--- src/rtl/alu_pkg.sv ---
// Shared ALU definitions: op encodings, datapath width, response slot states
// and the signed-compare fixup applied to SLT results.
package alu_pkg;
  localparam int DATA_W    = 32;
  localparam int NUM_PORTS = 2;

  localparam logic [2:0] ALU_ADD  = 3'b000;
  localparam logic [2:0] ALU_SUB  = 3'b001;
  localparam logic [2:0] ALU_AND  = 3'b010;
  localparam logic [2:0] ALU_OR   = 3'b011;
  localparam logic [2:0] ALU_SLT  = 3'b100;
  localparam logic [2:0] ALU_SLL  = 3'b101;
  localparam logic [2:0] ALU_SLLV = 3'b110;
  localparam logic [2:0] ALU_SRAV = 3'b111;

  typedef enum logic {EMPTY = 1'b0, FULL = 1'b1} slot_state_t;

  // The ALU hands back the raw difference for SLT; correct its sign for overflow.
  function automatic logic [DATA_W-1:0] slt_fix(input logic [DATA_W-1:0] a,
                                                input logic [DATA_W-1:0] b,
                                                input logic [DATA_W-1:0] diff);
    logic ovf;
    ovf = (a[DATA_W-1] ^ b[DATA_W-1]) & (a[DATA_W-1] ^ diff[DATA_W-1]);
    return {{(DATA_W-1){1'b0}}, diff[DATA_W-1] ^ ovf};
  endfunction
endpackage

--- src/rtl/alu_share_arbiter_if.sv ---
// Request/response bundle between the two ALU requesters and the arbiter.
interface alu_share_arbiter_if;
  import alu_pkg::*;

  logic [NUM_PORTS-1:0]             req_valid;
  logic [NUM_PORTS-1:0]             req_ready;
  logic [NUM_PORTS-1:0][DATA_W-1:0] req_srca;
  logic [NUM_PORTS-1:0][DATA_W-1:0] req_srcb;
  logic [NUM_PORTS-1:0][2:0]        req_ctrl;
  logic [NUM_PORTS-1:0][4:0]        req_shamt;
  logic [NUM_PORTS-1:0]             rsp_valid;
  logic [NUM_PORTS-1:0]             rsp_ready;
  logic [DATA_W-1:0]                rsp_result;
  logic                             rsp_zero;

  modport master (
    output req_valid, req_srca, req_srcb, req_ctrl, req_shamt, rsp_ready,
    input  req_ready, rsp_valid, rsp_result, rsp_zero
  );

  modport slave (
    input  req_valid, req_srca, req_srcb, req_ctrl, req_shamt, rsp_ready,
    output req_ready, rsp_valid, rsp_result, rsp_zero
  );
endinterface

--- src/rtl/rr_arbiter2.sv ---
// Two-way round-robin grant; the pointer names the port that wins a tie and
// moves to the loser on every accept.
module rr_arbiter2 #(
  parameter logic RR_INIT = 1'b0
) (
  input  logic       clk,
  input  logic       rst_n,
  input  logic [1:0] req,
  input  logic       en,
  input  logic       accept,
  output logic [1:0] grant
);
  logic ptr_q;

  always_comb begin
    grant = 2'b00;
    if (en) begin
      unique case (req)
        2'b01:   grant = 2'b01;
        2'b10:   grant = 2'b10;
        2'b11:   grant = ptr_q ? 2'b10 : 2'b01;
        default: grant = 2'b00;
      endcase
    end
  end

  always_ff @(posedge clk or negedge rst_n) begin
    if (!rst_n)      ptr_q <= RR_INIT;
    else if (accept) ptr_q <= ~grant[1];
  end
endmodule

--- src/rtl/alu_share_arbiter.sv ---
// Shares one single-cycle ALU between two requesters with a one-entry
// response slot that supports one op per cycle when responses drain.
module alu_share_arbiter
  import alu_pkg::*;
#(
  parameter int DATA_W  = alu_pkg::DATA_W,
  parameter int RR_INIT = 0
) (
  input  logic              clk,
  input  logic              reset_n,
  alu_share_arbiter_if.slave bus,
  output logic [DATA_W-1:0] alu_srca,
  output logic [DATA_W-1:0] alu_srcb,
  output logic [2:0]        alu_ctrl,
  output logic [4:0]        alu_shamt,
  input  logic [DATA_W-1:0] alu_result,
  input  logic              alu_zero
);
  slot_state_t       state_q, state_d;
  logic              owner_q;
  logic [DATA_W-1:0] result_q;
  logic              zero_q;
  logic [1:0]        grant;
  logic              gsel, consume, slot_free, accept;
  logic [DATA_W-1:0] result_fix;
  logic              unused_alu_zero;

  // Zero is recomputed from the fixed-up result, so the ALU flag is not needed.
  assign unused_alu_zero = alu_zero;

  assign consume   = (state_q == FULL) & bus.rsp_ready[owner_q];
  assign slot_free = (state_q == EMPTY) | consume;

  rr_arbiter2 #(.RR_INIT(1'(RR_INIT))) u_rr (
    .clk    (clk),
    .rst_n  (reset_n),
    .req    (bus.req_valid),
    .en     (slot_free),
    .accept (accept),
    .grant  (grant)
  );

  assign bus.req_ready = grant;
  assign accept        = |(bus.req_valid & grant);

  // Port 1 is selected only on its grant; otherwise port 0 passes through.
  assign gsel      = grant[1];
  assign alu_srca  = bus.req_srca[gsel];
  assign alu_srcb  = bus.req_srcb[gsel];
  assign alu_ctrl  = bus.req_ctrl[gsel];
  assign alu_shamt = bus.req_shamt[gsel];

  assign result_fix = (alu_ctrl == ALU_SLT) ? slt_fix(alu_srca, alu_srcb, alu_result)
                                            : alu_result;

  for (genvar i = 0; i < NUM_PORTS; i++) begin : g_rsp
    assign bus.rsp_valid[i] = (state_q == FULL) & (owner_q == 1'(i));
  end

  assign bus.rsp_result = result_q;
  assign bus.rsp_zero   = zero_q;

  always_comb begin
    state_d = state_q;
    if (accept)       state_d = FULL;
    else if (consume) state_d = EMPTY;
  end

  always_ff @(posedge clk or negedge reset_n) begin
    if (!reset_n) begin
      state_q  <= EMPTY;
      owner_q  <= 1'b0;
      result_q <= '0;
      zero_q   <= 1'b0;
    end else begin
      state_q <= state_d;
      if (accept) begin
        owner_q  <= gsel;
        result_q <= result_fix;
        zero_q   <= (result_fix == '0);
      end
    end
  end
endmodule
--- src/flat_wrapper.sv ---
// flat-port wrapper written by rule: the top's interface ports become plain ports
module alu_share_arbiter_flat import alu_pkg::*;
#(
  parameter int DATA_W  = alu_pkg::DATA_W,
  parameter int RR_INIT = 0
)
  (clk, reset_n, alu_srca, alu_srcb, alu_ctrl, alu_shamt, alu_result, alu_zero, bus_req_valid, bus_req_srca, bus_req_srcb, bus_req_ctrl, bus_req_shamt, bus_rsp_ready, bus_req_ready, bus_rsp_valid, bus_rsp_result, bus_rsp_zero);
  alu_share_arbiter_if bus_i ();
  input  logic clk;
  input  logic reset_n;
  output logic [DATA_W-1:0] alu_srca;
  output logic [DATA_W-1:0] alu_srcb;
  output logic [2:0] alu_ctrl;
  output logic [4:0] alu_shamt;
  input  logic [DATA_W-1:0] alu_result;
  input  logic alu_zero;
  input wire logic [$bits(bus_i.req_valid)-1:0] bus_req_valid;
  input wire logic [$bits(bus_i.req_srca)-1:0] bus_req_srca;
  input wire logic [$bits(bus_i.req_srcb)-1:0] bus_req_srcb;
  input wire logic [$bits(bus_i.req_ctrl)-1:0] bus_req_ctrl;
  input wire logic [$bits(bus_i.req_shamt)-1:0] bus_req_shamt;
  input wire logic [$bits(bus_i.rsp_ready)-1:0] bus_rsp_ready;
  output wire logic [$bits(bus_i.req_ready)-1:0] bus_req_ready;
  output wire logic [$bits(bus_i.rsp_valid)-1:0] bus_rsp_valid;
  output wire logic [$bits(bus_i.rsp_result)-1:0] bus_rsp_result;
  output wire logic [$bits(bus_i.rsp_zero)-1:0] bus_rsp_zero;
  assign bus_i.req_valid = bus_req_valid;
  assign bus_i.req_srca = bus_req_srca;
  assign bus_i.req_srcb = bus_req_srcb;
  assign bus_i.req_ctrl = bus_req_ctrl;
  assign bus_i.req_shamt = bus_req_shamt;
  assign bus_i.rsp_ready = bus_rsp_ready;
  assign bus_req_ready = bus_i.req_ready;
  assign bus_rsp_valid = bus_i.rsp_valid;
  assign bus_rsp_result = bus_i.rsp_result;
  assign bus_rsp_zero = bus_i.rsp_zero;
  alu_share_arbiter #(.DATA_W(DATA_W), .RR_INIT(RR_INIT)) u_core (.clk(clk), .reset_n(reset_n), .bus(bus_i), .alu_srca(alu_srca), .alu_srcb(alu_srcb), .alu_ctrl(alu_ctrl), .alu_shamt(alu_shamt), .alu_result(alu_result), .alu_zero(alu_zero));
endmodule
--- config.mk ---
export PLATFORM = sky130hd
export DESIGN_NAME = alu_share_arbiter_flat
export DESIGN_NICKNAME = d
export VERILOG_FILES = /design/src/rtl/alu_pkg.sv /design/src/rtl/alu_share_arbiter_if.sv /design/src/rtl/rr_arbiter2.sv /design/src/rtl/alu_share_arbiter.sv /design/src/flat_wrapper.sv
export SDC_FILE = /design/constraint.sdc
export NUM_CORES = 1
export LEC_CHECK = 0
export BUFFER_PORTS_ARGS = -buffer_cell sky130_fd_sc_hd__buf_4
export CAP_MARGIN = 0
export CORE_AREA = 2 2 113 115
export CTS_BUF_LIST = sky130_fd_sc_hd__clkbuf_4
export DETAILED_ROUTE_END_ITERATION = 8
export DIE_AREA = 0 0 115 117
export PLACE_DENSITY_LB_ADDON = 0.3
export SYNTH_ARGS = -nofsm -noshare
export SYNTH_HDL_FRONTEND = slang
export SYNTH_SLANG_ARGS = --single-unit
--- constraint.sdc ---
create_clock -name clk -period 2.07 [get_ports clk]
set_clock_uncertainty 0.05 [all_clocks]
set_input_delay 0.207 -clock clk [delete_from_list [all_inputs] [get_ports clk]]
set_output_delay 0.207 -clock clk [all_outputs]
set_load 0.02 [all_outputs]
==> metrics.txt, run 1 <==
status finished with violations; failing checks setup timing; vias in the first global route 2756; VDD IR max 0.274 mV; register area share after synthesis 0.385; Slew @ Worst Pin 0.462 ns; buffer depth of the longest clock path 2; Leakage Power 2.53 nW; Die ar. 13500 um2; Synth Net Count 383; power per standard cell area 798 nW/um2; Rows 41; Final ANT Viol Nets 0; startpoint class of the critical path flip-flop; Die Span Y 117 um; fraction of final layout cells sized beyond drive strength 1 0.776; post-synthesis cell count 200; Cell variety after synth 24; worst setup path startpoint u_core.owner_q; Tcrit/Tclk final 1.15; CP Capture Point alu_srcb[16]; fmax 421 MHz; Pins Over Slew Limit 0; r2r setup slk 0.09 ns; CTS tree built; crit path DAT 2.12 ns; Remaining Overflow, GRT 0; Reg2Reg Depth 7; Vias/cell 4.41; crit path time final 2.37 ns; initial drt markers 132; Placer Congestion 0.747; Via Count 2851; Final Total Pwr 3.97 mW; initial antenna violation count 1; critical path peak fanout 10; synth warn 0; worst reg2reg endpoint u_core.bus.rsp_zero; GRT Resource Usage Total 0.142; CP Class flip-flop to output pin; hold path depth 2; Yosys reg bits 36; num ports 292; CTS Sinks 36; most common cell after layout, fill and taps aside buf_4; Max-slew headroom 0.692; Initial DRT Pass Iterations 4; Fillers 1203; Initial Util 0.190; unrepaired setup endpoints after global routing true; Clock Pin Slew Worst Setup and Hold Paths 0.13 ns; Buffers on Ports 290; largest net degree at the start of global routing 40; drt drc 0; area grow syn2layout 113%; worst skew pair latency 0.32 ns; DPL Wire Length 9060 um; Final Hold Viols 0; Setup crit end kind output pin; Routed WL 11000 um; RR Startpoint u_core.owner_q; most frequent cells in the layout buf_4 (285), mux2_2 (61), dfrtp_1 (36); first-pass GRT wire length 14700 um; Final setup viols 72; syn_area_per_cell 11.7 um2; hold crit path type input port to flip-flop; Die W 115 um; cell area after synthesis 2340 um2; Nets 677; Max-cap violations 0; core area 12300 um2; hold slack 0.0339 ns; WL/cell 17.0 um; Data required, critical path 1.81 ns; CTS root buffer clkbuf_4; H-tree levels 2; CTS buffer count 5; Final WS setup -0.304 ns
==> metrics by stage <==
step	setup slack [ns]	utilization	TNS [ns]	std cells	area, um2
floorplan	0.0686	-	0	200	2340
global placement	0.0438	0.383	0	631	4710
detailed placement	0.0271	0.383	0	631	4710
CTS	-0.313	0.404	-19.33	645	4980
global route	-0.415	0.404	-26.90	645	4980
finish	-0.304	0.404	-18.51	646	4980
==> Yosys cell counts (all sizes together) <==
master	count	area share
clkbuf	4	0.0064
o21ai	2	0.0043
inv	4	0.0064
nor4	8	0.021
and2	1	0.0027
nor2	6	0.0096
a22o	31	0.12
a21oi	3	0.0064
a32oi	1	0.0037
nand4	2	0.0053
nand2b	1	0.0027
nor2b	1	0.0027
a21o	2	0.0064
a221oi	1	0.011
nor3	2	0.0043
o31ai	1	0.0032
dfrtp	36	0.39
mux2	71	0.34
o31a	1	0.0037
mux2i	2	0.0086
buf	11	0.028
maj3	2	0.0086
nand2	7	0.011
==> logic make-up after synthesis <==
family,synth area share
AO/OA/AOI/OAI,0.155
adder cells (fa/ha/maj),0.00856
buffers and inverters,0.0407
flip-flops,0.385
multiplexers,0.350
AND/OR/NAND/NOR,0.0599
==> timing repair <==
item | in CTS | in global routing
endpoints found under the setup margin | 73 | 75
pin swaps | 1 | 0
hold buffers | 1 | 0
setup buffers | 3 | 0
endpoints found under the hold margin | 36 | 0
cloned | 2 | 0
resized for setup | 24 | 0
==> final cells by class <==
class	count	area (um2)	area share
Multi-Input combinational cell	145	1390	0.279
Antenna cell	1	2.50	0.000503
Inverter	4	15.0	0.00302
Tap cell	150	188	0.0377
Clock buffer	5	37.5	0.00754
Timing Repair Buffer	302	2400	0.482
Clock inverter	3	42.5	0.00854
Sequential cell	36	901	0.181
==> worst max-delay path, cell delays in order, from the launching register on <==
cell and delay [ns]:
dfrtp_1 0.42, mux2i_2 0.19, a221oi_4 0.24, buf_6 0.17, bufbuf_16 0.28, mux2_2 0.33
buf_4 0.16
==> power breakdown <==
| group | leakage (nW) | total, mW | internal [mW] | switching, mW |
|---|---|---|---|---|
| logic | 2.04 | 2.44 | 1.27 | 1.17 |
| registers | 0.449 | 1.04 | 0.913 | 0.126 |
| clock network | 0.0412 | 0.493 | 0.252 | 0.241 |
==> flip-flops by register name, indices dropped and copies added (netlist names) <==
name and count:
u_core.owner_q 1, u_core.bus.rsp_zero 1, u_core.u_rr.ptr_q 1, u_core.bus.rsp_result 32
u_core.state_q 1
==> how the worst min path moves through the flow <==
stage | start | end | slack [ns]
after CTS | alu_result[20] | u_core.bus.rsp_result[20] | 0.01
after floorplan | reset_n | u_core.bus.rsp_result[0] | -0.14
final | alu_result[22] | u_core.bus.rsp_result[22] | 0.03
after detailed placement | reset_n | u_core.bus.rsp_result[4] | 0.15
after global routing | alu_result[15] | u_core.bus.rsp_result[15] | 0.003
after global placement | reset_n | u_core.bus.rsp_result[12] | 0.14
==> metal layers <==
layer,vias to the layer above,share of wire,global-route usage
met5,-,0,0
met4,0,0.0025,0.0193
met3,2,0.10,0.0546
met2,139,0.49,0.233
met1,1357,0.41,0.183
li1,1353,-,-
Note: power is estimated with default switching activity, not from simulation.
==> inputs of run 2 (changes only) <==
SYNTH_HIERARCHICAL = 1   (was unset)
==> metrics.txt, run 2 <==
startpoint class of the critical path flip-flop; Hold EP u_core/bus.rsp_result[10]; unrepaired setup endpoints after global routing true; most frequent cells in the layout buf_4 (226), buf_6 (75), mux2_4 (65); CTS tree built; Final Hold Viols 0 (unchanged); Reg2Reg Depth 9 (+2); Nets 690 (+1.9%); Via Count 2977 (+4.4%); Worst Hold Launch alu_result[10]; Cell variety after synth 27 (+13%); RR Startpoint u_core/owner_q; Yosys reg bits 36 (unchanged); Rows 41 (unchanged); Finished Core Util 0.463 (+0.0584); worst reg2reg endpoint u_core/bus.rsp_zero; fraction of final layout cells sized beyond drive strength 1 0.791 (+0.0156); Final ANT Viol Nets 0 (unchanged); critical path peak fanout 7 (-3); setup tns final -6.78 ns (+11.74 ns); Final WS setup -0.115 ns (+0.189 ns); core area 12300 um2 (unchanged); CP Class flip-flop to output pin; Post-synth EDFFs 0 (unchanged); drt drc 0 (unchanged); fmax 458 MHz (+8.6%); r2r setup slk 0.02 ns (-0.07 ns); slowest CP cell dfrtp_1; crit path time final 2.19 ns (-0.189 ns); Die Span Y 117 um (unchanged); Leakage Power 2.96 nW (+17%); Final Total Pwr 5.79 mW (+46%); Slew @ Worst Pin 0.455 ns (-0.00707 ns); Post-synth ARST share 1.00 (unchanged); largest cells by area after synthesis dfrtp_1 (38%), mux2_2 (33%), a22o_1 (12%); most common cell in the synthesized netlist mux2_2; Pins Over Slew Limit 0 (unchanged); initial antenna violation count 0 (-1); Remaining Overflow, GRT 0 (unchanged); Synth Net Count 382 (-0.26%); Clock Pin Slew Worst Setup and Hold Paths 0.13 ns (about the same); max reg flops 32 (unchanged); power per standard cell area 1020 nW/um2 (+27%); WL/cell 18.7 um (+10%); hold crit path type input port to flip-flop; CTS buffer count 5 (unchanged); Placer Congestion 0.779 (+4.3%); Max-cap violations 0 (unchanged); hold path depth 2 (unchanged); largest stage delay on the critical path 0.41 ns (about the same); Synth top area share 0.379 (-0.00648); post-synthesis cell count 199 (-0.50%); buffer depth of the longest clock path 2 (unchanged); cell area after synthesis 2380 um2 (+1.7%); Data required, critical path 1.81 ns (about the same); Buf+Inv Stages, Crit Path 3 (unchanged); area leader, netlist dfrtp_1; register area share after synthesis 0.379 (-0.00648); CP delay by family, top buffers and inverters; failing checks setup timing; Die W 115 um (unchanged); VDD IR max 0.583 mV (+110%); H-tree levels 2 (unchanged); crit path DAT 1.93 ns (-0.19 ns); worst skew pair latency 0.32 ns (about the same); crit path cell chain mux2i_1 > nand2_1 > and3_4 > buf_12 > clkbuf_16 > mux2_4 > buf_6; Top FF cell, synth dfrtp_1; Initial DRT Pass Iterations 6 (+2); Vias/cell 4.52 (+2.5%); Max-slew headroom 0.697 (+0.00471); synth warn 6 (+6); most common cell after layout, fill and taps aside buf_4; first-pass GRT wire length 16200 um (+10%); hold slack 0.0350 ns (+0.00108 ns); Buffers on Ports 290 (unchanged); Routed WL 12300 um (+12%); area grow syn2layout 140%; syn_area_per_cell 12.0 um2 (+2.2%); GRT Resource Usage Total 0.158 (+0.0155); largest net degree at the start of global routing 37 (-7.5%); Setup crit end kind output pin; Tcrit/Tclk final 1.06 (-0.0913); Final setup viols 71 (-1.4%); vias in the first global route 2928 (+6.2%); worst slack, placed 0.0552 ns (+0.0281 ns); top post-synthesis cells by count mux2_2 (70), dfrtp_1 (36), a22o_1 (32); Die ar. 13500 um2 (unchanged); num ports 292 (unchanged); initial drt markers 91 (-31%); Antenna diodes 0 (-1); DPL Wire Length 9070 um (+0.10%); Fillers 1123 (-6.7%); Initial Util 0.193 (+0.00325); CTS Sinks 36 (unchanged); CTS root buffer clkbuf_4; status finished with violations
run 2: cell count changes in the layout (fill, tap and decap cells not counted), moves of 4 or more:
cell	change
clkbuf_16	+4
buf_16	+4
buf_4	-59
mux2_2	-56
buf_6	+64
mux2_4	+55
run 2: metrics by stage:
stage | std cells | cell area (um2)
after detailed placement | 632 | 4740
after global routing | 658 | 5700
final | 658 | 5700
after CTS | 654 | 5360
after global placement | 632 | 4740
after floorplan | 199 | 2380
run 2: worst max path at each step:
stage	startpoint	to	slack, ns	cells after the start
detailed placement	u_core/owner_q	alu_srcb[25]	0.06	6
CTS	u_core/owner_q	alu_srcb[25]	-0.19	7
finish	u_core/owner_q	alu_srcb[18]	-0.12	7
global placement	u_core/owner_q	alu_srcb[6]	0.08	6
floorplan	u_core/owner_q	alu_ctrl[2]	-0.08	7
global route	u_core/owner_q	alu_srcb[18]	-0.21	7
run 2: per-layer routing:
metal  global-route usage  wire length [um]
met1                0.215              5180
met2                0.262              6150
met3               0.0340               901
met4               0.0257                88
met5                    0                 0
run 2: what timing repair did:
action / in CTS / in global routing
setup buffers: 8 / 0
gates resized for setup: 92 / 64
hold buffers: 1 / 0
endpoints found under the setup margin: 71 / 106
cloned: 5 / 4
endpoints found under the hold margin: 36 / 0
pin swaps: 3 / 3
run 2: cell families (layout without fill, tap and decap cells):
logic type / count (synthesis) / in the layout / synth area share
AO/OA/AOI/OAI: 43 / 43 / 0.168
buffers and inverters: 18 / 327 / 0.0452
flip-flops: 36 / 36 / 0.379
AND/OR/NAND/NOR: 31 / 31 / 0.0721
multiplexers: 71 / 71 / 0.336
run 2: final cells by class:
cell class | count | area (um2) | area share
clock buffers | 7 | 52.6 | 0.00922
repair buffers | 316 | 2900 | 0.508
inverters | 3 | 11.3 | 0.00198
multi-input cells | 145 | 1640 | 0.288
well taps | 150 | 188 | 0.0329
flip-flops and latches | 36 | 901 | 0.158
clock inverters | 1 | 8.76 | 0.00154
run 2: report_power, final:
part           total [mW]  internal (mW)  switching [mW]
clock network       0.399          0.163           0.236
registers            1.23           1.03           0.202
logic                4.16           2.29            1.88
total                5.79           3.48            2.31
